==> config.mk <==
export PLATFORM = sky130hd
export DESIGN_NAME = cache_trace_sim
export DESIGN_NICKNAME = d
export VERILOG_FILES = /design/src/rtl/cache_trace_sim.sv
export SDC_FILE = /design/constraint.sdc
export NUM_CORES = 2
export LEC_CHECK = 0
export CORE_AREA = 2 2 444 402
export DETAILED_ROUTE_END_ITERATION = 8
export DIE_AREA = 0 0 446 404
export GPL_ROUTABILITY_DRIVEN = 0
export SKIP_CTS_REPAIR_TIMING = 1
export SYNTH_ARGS = -nofsm -noshare
export SYNTH_HDL_FRONTEND = slang
export SYNTH_SLANG_ARGS = --single-unit
==> constraint.sdc <==
create_clock -name clk -period 67.5 [get_ports clk]
set_input_delay 13.5 -clock clk [delete_from_list [all_inputs] [get_ports clk]]
set_output_delay 13.5 -clock clk [all_outputs]
set_load 0.01 [all_outputs]
==> src/rtl/cache_trace_sim.sv <==
// Replays an address trace through a direct-mapped L1 and an N-way true-LRU L2, counting hits/misses.
// Latency: 4 cycles per trace entry (FETCH/WAIT/LOOKUP/UPDATE); start is ignored while busy.
module cache_trace_sim #(
  parameter int ADDR_W   = 32,
  parameter int PTR_W    = 10,
  parameter int CNT_W    = 10,
  parameter int OFFSET_W = 2,
  parameter int L1_IDX_W = 4,
  parameter int L2_SET_W = 3,
  parameter int L2_WAYS  = 4
) (
  input  logic              clk,
  input  logic              reset,
  input  logic              start,
  input  logic [PTR_W-1:0]  trace_len,
  output logic              mem_rd_en,
  output logic [PTR_W-1:0]  mem_rd_addr,
  input  logic [ADDR_W-1:0] mem_rd_data,
  output logic              busy,
  output logic              done,
  output logic              updated,
  output logic [CNT_W-1:0]  access_count,
  output logic [CNT_W-1:0]  l1_hit_count,
  output logic [CNT_W-1:0]  l2_hit_count,
  output logic [CNT_W-1:0]  miss_count
);

  localparam int BLK_W    = ADDR_W - OFFSET_W;
  localparam int L1_TAG_W = BLK_W - L1_IDX_W;
  localparam int L2_TAG_W = BLK_W - L2_SET_W;
  localparam int L1_LINES = 1 << L1_IDX_W;
  localparam int L2_SETS  = 1 << L2_SET_W;
  localparam int AGE_W    = $clog2(L2_WAYS);

  typedef enum logic [2:0] {S_IDLE, S_FETCH, S_WAIT, S_LOOKUP, S_UPDATE, S_DONE} state_t;

  state_t                state_q;
  logic [PTR_W-1:0]      ptr_q, len_q;
  logic [BLK_W-1:0]      blk_q;
  logic [L1_LINES-1:0]   l1_vld_q;
  logic [L1_TAG_W-1:0]   l1_tag_q [L1_LINES];
  logic                  l2_vld_q [L2_SETS][L2_WAYS];
  logic [L2_TAG_W-1:0]   l2_tag_q [L2_SETS][L2_WAYS];
  logic [AGE_W-1:0]      l2_age_q [L2_SETS][L2_WAYS];
  logic                  l1_hit_q, l2_hit_q;
  logic [AGE_W-1:0]      way_q;

  logic [L1_IDX_W-1:0]   l1_idx;
  logic [L1_TAG_W-1:0]   l1_tag;
  logic [L2_SET_W-1:0]   l2_set;
  logic [L2_TAG_W-1:0]   l2_tag;
  logic                  l1_hit_d, l2_hit_d, vic_found;
  logic [AGE_W-1:0]      hit_way, vic_way, way_d, touch_age;
  logic [PTR_W-1:0]      ptr_inc;

  assign l1_idx    = blk_q[L1_IDX_W-1:0];
  assign l1_tag    = blk_q[BLK_W-1:L1_IDX_W];
  assign l2_set    = blk_q[L2_SET_W-1:0];
  assign l2_tag    = blk_q[BLK_W-1:L2_SET_W];
  assign touch_age = l2_age_q[l2_set][way_q];
  assign ptr_inc   = ptr_q + PTR_W'(1);

  // Victim: lowest-index invalid way, else the oldest (age == L2_WAYS-1).
  always_comb begin
    l1_hit_d  = l1_vld_q[l1_idx] && (l1_tag_q[l1_idx] == l1_tag);
    l2_hit_d  = 1'b0;
    hit_way   = '0;
    vic_way   = '0;
    vic_found = 1'b0;
    for (int w = 0; w < L2_WAYS; w++) begin
      if (l2_vld_q[l2_set][w] && (l2_tag_q[l2_set][w] == l2_tag)) begin
        l2_hit_d = 1'b1;
        hit_way  = AGE_W'(w);
      end
      if (!vic_found && !l2_vld_q[l2_set][w]) begin
        vic_found = 1'b1;
        vic_way   = AGE_W'(w);
      end
    end
    if (!vic_found) begin
      for (int w = 0; w < L2_WAYS; w++) begin
        if (l2_age_q[l2_set][w] == AGE_W'(L2_WAYS - 1)) vic_way = AGE_W'(w);
      end
    end
    way_d = l2_hit_d ? hit_way : vic_way;
  end

  function automatic logic [CNT_W-1:0] sat_inc(input logic [CNT_W-1:0] v);
    return (&v) ? v : v + CNT_W'(1);
  endfunction

  always_ff @(posedge clk or posedge reset) begin
    if (reset) begin
      state_q      <= S_IDLE;
      ptr_q        <= '0;
      len_q        <= '0;
      blk_q        <= '0;
      l1_vld_q     <= '0;
      l1_hit_q     <= 1'b0;
      l2_hit_q     <= 1'b0;
      way_q        <= '0;
      mem_rd_en    <= 1'b0;
      mem_rd_addr  <= '0;
      busy         <= 1'b0;
      done         <= 1'b0;
      updated      <= 1'b0;
      access_count <= '0;
      l1_hit_count <= '0;
      l2_hit_count <= '0;
      miss_count   <= '0;
      for (int i = 0; i < L1_LINES; i++) l1_tag_q[i] <= '0;
      for (int s = 0; s < L2_SETS; s++) begin
        for (int w = 0; w < L2_WAYS; w++) begin
          l2_vld_q[s][w] <= 1'b0;
          l2_tag_q[s][w] <= '0;
          l2_age_q[s][w] <= AGE_W'(w);
        end
      end
    end else begin
      mem_rd_en <= 1'b0;
      updated   <= 1'b0;
      case (state_q)
        S_IDLE, S_DONE: begin
          if (start) begin
            access_count <= '0;
            l1_hit_count <= '0;
            l2_hit_count <= '0;
            miss_count   <= '0;
            l1_vld_q     <= '0;
            for (int s = 0; s < L2_SETS; s++) begin
              for (int w = 0; w < L2_WAYS; w++) begin
                l2_vld_q[s][w] <= 1'b0;
                l2_age_q[s][w] <= AGE_W'(w);
              end
            end
            ptr_q <= '0;
            len_q <= trace_len;
            if (trace_len == '0) begin
              state_q <= S_DONE;
              busy    <= 1'b0;
              done    <= 1'b1;
              updated <= 1'b1;
            end else begin
              state_q     <= S_FETCH;
              busy        <= 1'b1;
              done        <= 1'b0;
              mem_rd_en   <= 1'b1;
              mem_rd_addr <= '0;
            end
          end
        end
        S_FETCH: state_q <= S_WAIT;
        S_WAIT: begin
          blk_q   <= mem_rd_data[ADDR_W-1:OFFSET_W];
          state_q <= S_LOOKUP;
        end
        S_LOOKUP: begin
          l1_hit_q <= l1_hit_d;
          l2_hit_q <= l2_hit_d;
          way_q    <= way_d;
          state_q  <= S_UPDATE;
        end
        S_UPDATE: begin
          access_count <= sat_inc(access_count);
          if (l1_hit_q) begin
            l1_hit_count <= sat_inc(l1_hit_count);
          end else begin
            l1_vld_q[l1_idx] <= 1'b1;
            l1_tag_q[l1_idx] <= l1_tag;
            if (l2_hit_q) begin
              l2_hit_count <= sat_inc(l2_hit_count);
            end else begin
              miss_count               <= sat_inc(miss_count);
              l2_vld_q[l2_set][way_q]  <= 1'b1;
              l2_tag_q[l2_set][way_q]  <= l2_tag;
            end
            for (int w = 0; w < L2_WAYS; w++) begin
              if (AGE_W'(w) == way_q)
                l2_age_q[l2_set][w] <= '0;
              else if (l2_age_q[l2_set][w] < touch_age)
                l2_age_q[l2_set][w] <= l2_age_q[l2_set][w] + AGE_W'(1);
            end
          end
          ptr_q <= ptr_inc;
          if (ptr_inc == len_q) begin
            state_q <= S_DONE;
            busy    <= 1'b0;
            done    <= 1'b1;
            updated <= 1'b1;
          end else begin
            state_q     <= S_FETCH;
            mem_rd_en   <= 1'b1;
            mem_rd_addr <= ptr_inc;
          end
        end
        default: state_q <= S_IDLE;
      endcase
    end
  end

endmodule

==> impl_metrics.toml <==
[sta]
hold_viol_final = 0
worst_pin_slew_ps = 1241
relSlewSlack = 0.1705
fin_tns_setup_ps = 0
rsz0062_at_grt = "false"
post-route-min-period_ps = 17310
finalMaxSlewViolations = 0
fin_crit_sh = 0.2565
fmax_mhz = 57.76
setup-violations-final = 0
finClkSkew_ps = 29.09

[finish]
layout.nets = 4989
drive_gt1_frac = 0.4219
fin_area_um2 = 78210
instances_no_fill = 7359
utilization = 0.4460
nFillCells = 15837
multi_input_area_um2 = 30290
regArea_um2 = 37700
area_growth_pct = 11.83

[cts]
worstSkewPairLatency_ps = 800
cts_made_buffers = 157
cts_buffer_depth = 3
clock-sinks = 1503
clk_pin_slew_ps = 60
htree_levels = 4
cts_tree = "done"
cts-root-buf = "clkbuf_16"

[synth]
netlist_area_um2 = 69930
synth_flop_cell = "dfrtp_1"
ys_seq_area_frac = 0.5384
syn_nets = 5038
netlist.top_cell.by_area = "dfrtp_1"
synth_top_area_share = 0.5264
postSynthCellCount = 4980
ys_async_sr_fraction = 1.000
synth.distinct_cells = 82
synth_edf_count = 0
synth_area_leaders = "dfrtp_1, mux2_2, mux4_2, mux2i_1, dfstp_2"
syn_area_per_cell_um2 = 14.04
ys_ff_latch = 1503
yosys-top-cells-count = "dfrtp_1, mux2_2, mux4_2, clkbuf_1, nand2_1"
synth_warnings = 0
synth_most_common_cell = "dfrtp_1"

[floorplanning]
fp.coreArea_um2 = 175400
num_rows = 146
io_pins = 99
dieArea_um2 = 180200
die_x_um = 446
die_height_um = 404
initial_utilization = 0.3988

[power]
ir_worst_vdd_v = 0.00003956
power_uw = 3340
p_leak_uw = 0.03609
cellPowerDensity_nw_per_um2 = 42.70

[critical_path]
arrival_ps = 18030
cp-end-kind = "async pin"
crit_type = "primary input to async pin"
max_stage_delay_ps = 890
worstPathMaxFanout = 156
crit_slowest_cell = "buf_4"
critPathRequiredTime_ps = 68220
timing.critical_path.mode_cell = "buf_4"
crit_path_start_kind = "primary input"
crit_chain = "clkdlybuf4s50_1, inv_8, buf_12, buf_4, buf_4, buf_4"

[routing]
wl_per_cell_um = 25.57
postRouteAntennaNets = 0
routed_via_density = 5.729
vias = 42159
dr.pass1.iters = 5
route.detailed.drc = 0
dr.first_iter.drc_count = 3257
drt-total-wl_mm = 188.2

[place]
placement.io_buffers = 96
dp_hpwl_mm = 108.2
dp.cells = 7066
placed_area_um2 = 73050

[grt]
antenna_found_initial = 12
overflow = 0
grt_max_degree = 162
grt_pass1_wl_mm = 284.8
grt.total_usage = 0.2103
grt_pass1_vias = 43697

[worst_hold_path]
min_path_type = "flop to flop"

[job]
drv_cap = 0

[run_status]
status = "finished, final reports clean"
==> kinds of logic (layout without fill, tap and decap cells) <==
family	Yosys count	after routing	synth area share
mux	1764	1764	0.3221
simple gates	574	574	0.03827
xor+xnor	167	167	0.02152
fa+ha+maj	13	13	0.002326
flops	1503	1503	0.5384
other cells	0	4	0
compound gates	491	491	0.04441
buf+inv	468	549	0.03303
==> placed cells by master, fill, tap and decap left out, types with 18 or more instances in the layout <==
cell type / netlist / layout
clkbuf_8: 0 / 35
dfrtp_1: 1471 / 1442
mux2i_1: 131 / 131
nor2_1: 185 / 152
xnor2_1: 89 / 89
a22oi_1: 18 / 18
dfrtp_2: 0 / 25
nand3_1: 29 / 29
mux4_2: 248 / 248
nand4_1: 29 / 29
clkinv_2: 0 / 22
nor3_1: 21 / 21
dfstp_2: 32 / 32
o221ai_1: 36 / 36
buf_4: 31 / 131
o22ai_1: 72 / 72
o21ai_0: 92 / 92
nor2_4: 0 / 39
clkbuf_16: 0 / 162
mux2_2: 1372 / 1372
xor2_1: 75 / 75
nand2_1: 192 / 184
o21ai_1: 20 / 20
inv_1: 24 / 23
clkbuf_1: 218 / 53
clkdlybuf4s50_1: 0 / 96
a21oi_1: 140 / 140
a211oi_1: 23 / 23
==> power by group <==
part	total, µW	leakage [µW]	internal (µW)	switching, µW
Clock	868	0.00253	498	370
Sequential	1300	0.0205	1130	169
Combinational	1170	0.0130	502	668
Total	3340	0.0361	2130	1210
==> routing by layer <==
layer  share of wire  GRT usage  wire length [µm]
met1            0.47     0.3027             87590
met2            0.45     0.3253             85060
met3           0.060    0.03998             11300
met4           0.022    0.05733              4199
met5         0.00017          0                32
==> cell type report <==
cell class / count / share of cell area
sequential: 1503 / 0.4820
clock inverter: 39 / 0.005328
multi-input combinational: 3009 / 0.3873
tap: 2294 / 0.03670
antenna: 4 / 0.0001280
clock buffer: 250 / 0.06054
inverter: 26 / 0.001360
timing repair buffer: 234 / 0.02665
==> final timing paths <==
kind	start	end	slack, ps	cells after the start
max	reset	blk_q[9]$_DFFE_PP0P_	50190	6
min	l2_age_q[22]$_DFFE_PP0P_	l2_age_q[22]$_DFFE_PP0P_	480	1
max reg2reg	blk_q[0]$_DFFE_PP0P_	l2_hit_q$_DFFE_PP0P_	61360	12
min reg2reg	l2_age_q[22]$_DFFE_PP0P_	l2_age_q[22]$_DFFE_PP0P_	480	1
max in group clk	start	l2_vld_q[23]$_DFFE_PP0P_	51420	7
min in group asynchronous	reset	l2_tag_q[805]$_DFFE_PP0P_	13250	2
==> per-stage QoR <==
stage	worst slack, ps	hold slack [ps]
6_report	50190	480.7
4_1_cts	49970	479.9
2_1_floorplan	11660	437.8
3_3_place_gp	49190	458.8
5_1_grt	49420	494.4
3_5_place_dp	49130	469.5
==> critical path, delay by kind of cell <==
| family | cells | cell delay (ps) |
|---|---|---|
| buf+inv | 6 | 4200 |
==> flip-flops by register name (all words and copies together), names as in the netlist <==
register and cells:
l2_tag_q 864, l1_tag_q 416, l2_age_q 64, l2_vld_q 32, blk_q 30, l1_vld_q 16
access_count 10, l1_hit_count 10, l2_hit_count 10, len_q 10, mem_rd_addr 10, miss_count 10
ptr_q 10, state_q 3, way_q 2, busy 1, done 1, l1_hit_q 1
l2_hit_q 1, mem_rd_en 1, updated 1
Note: power is estimated with default switching activity, not from simulation.
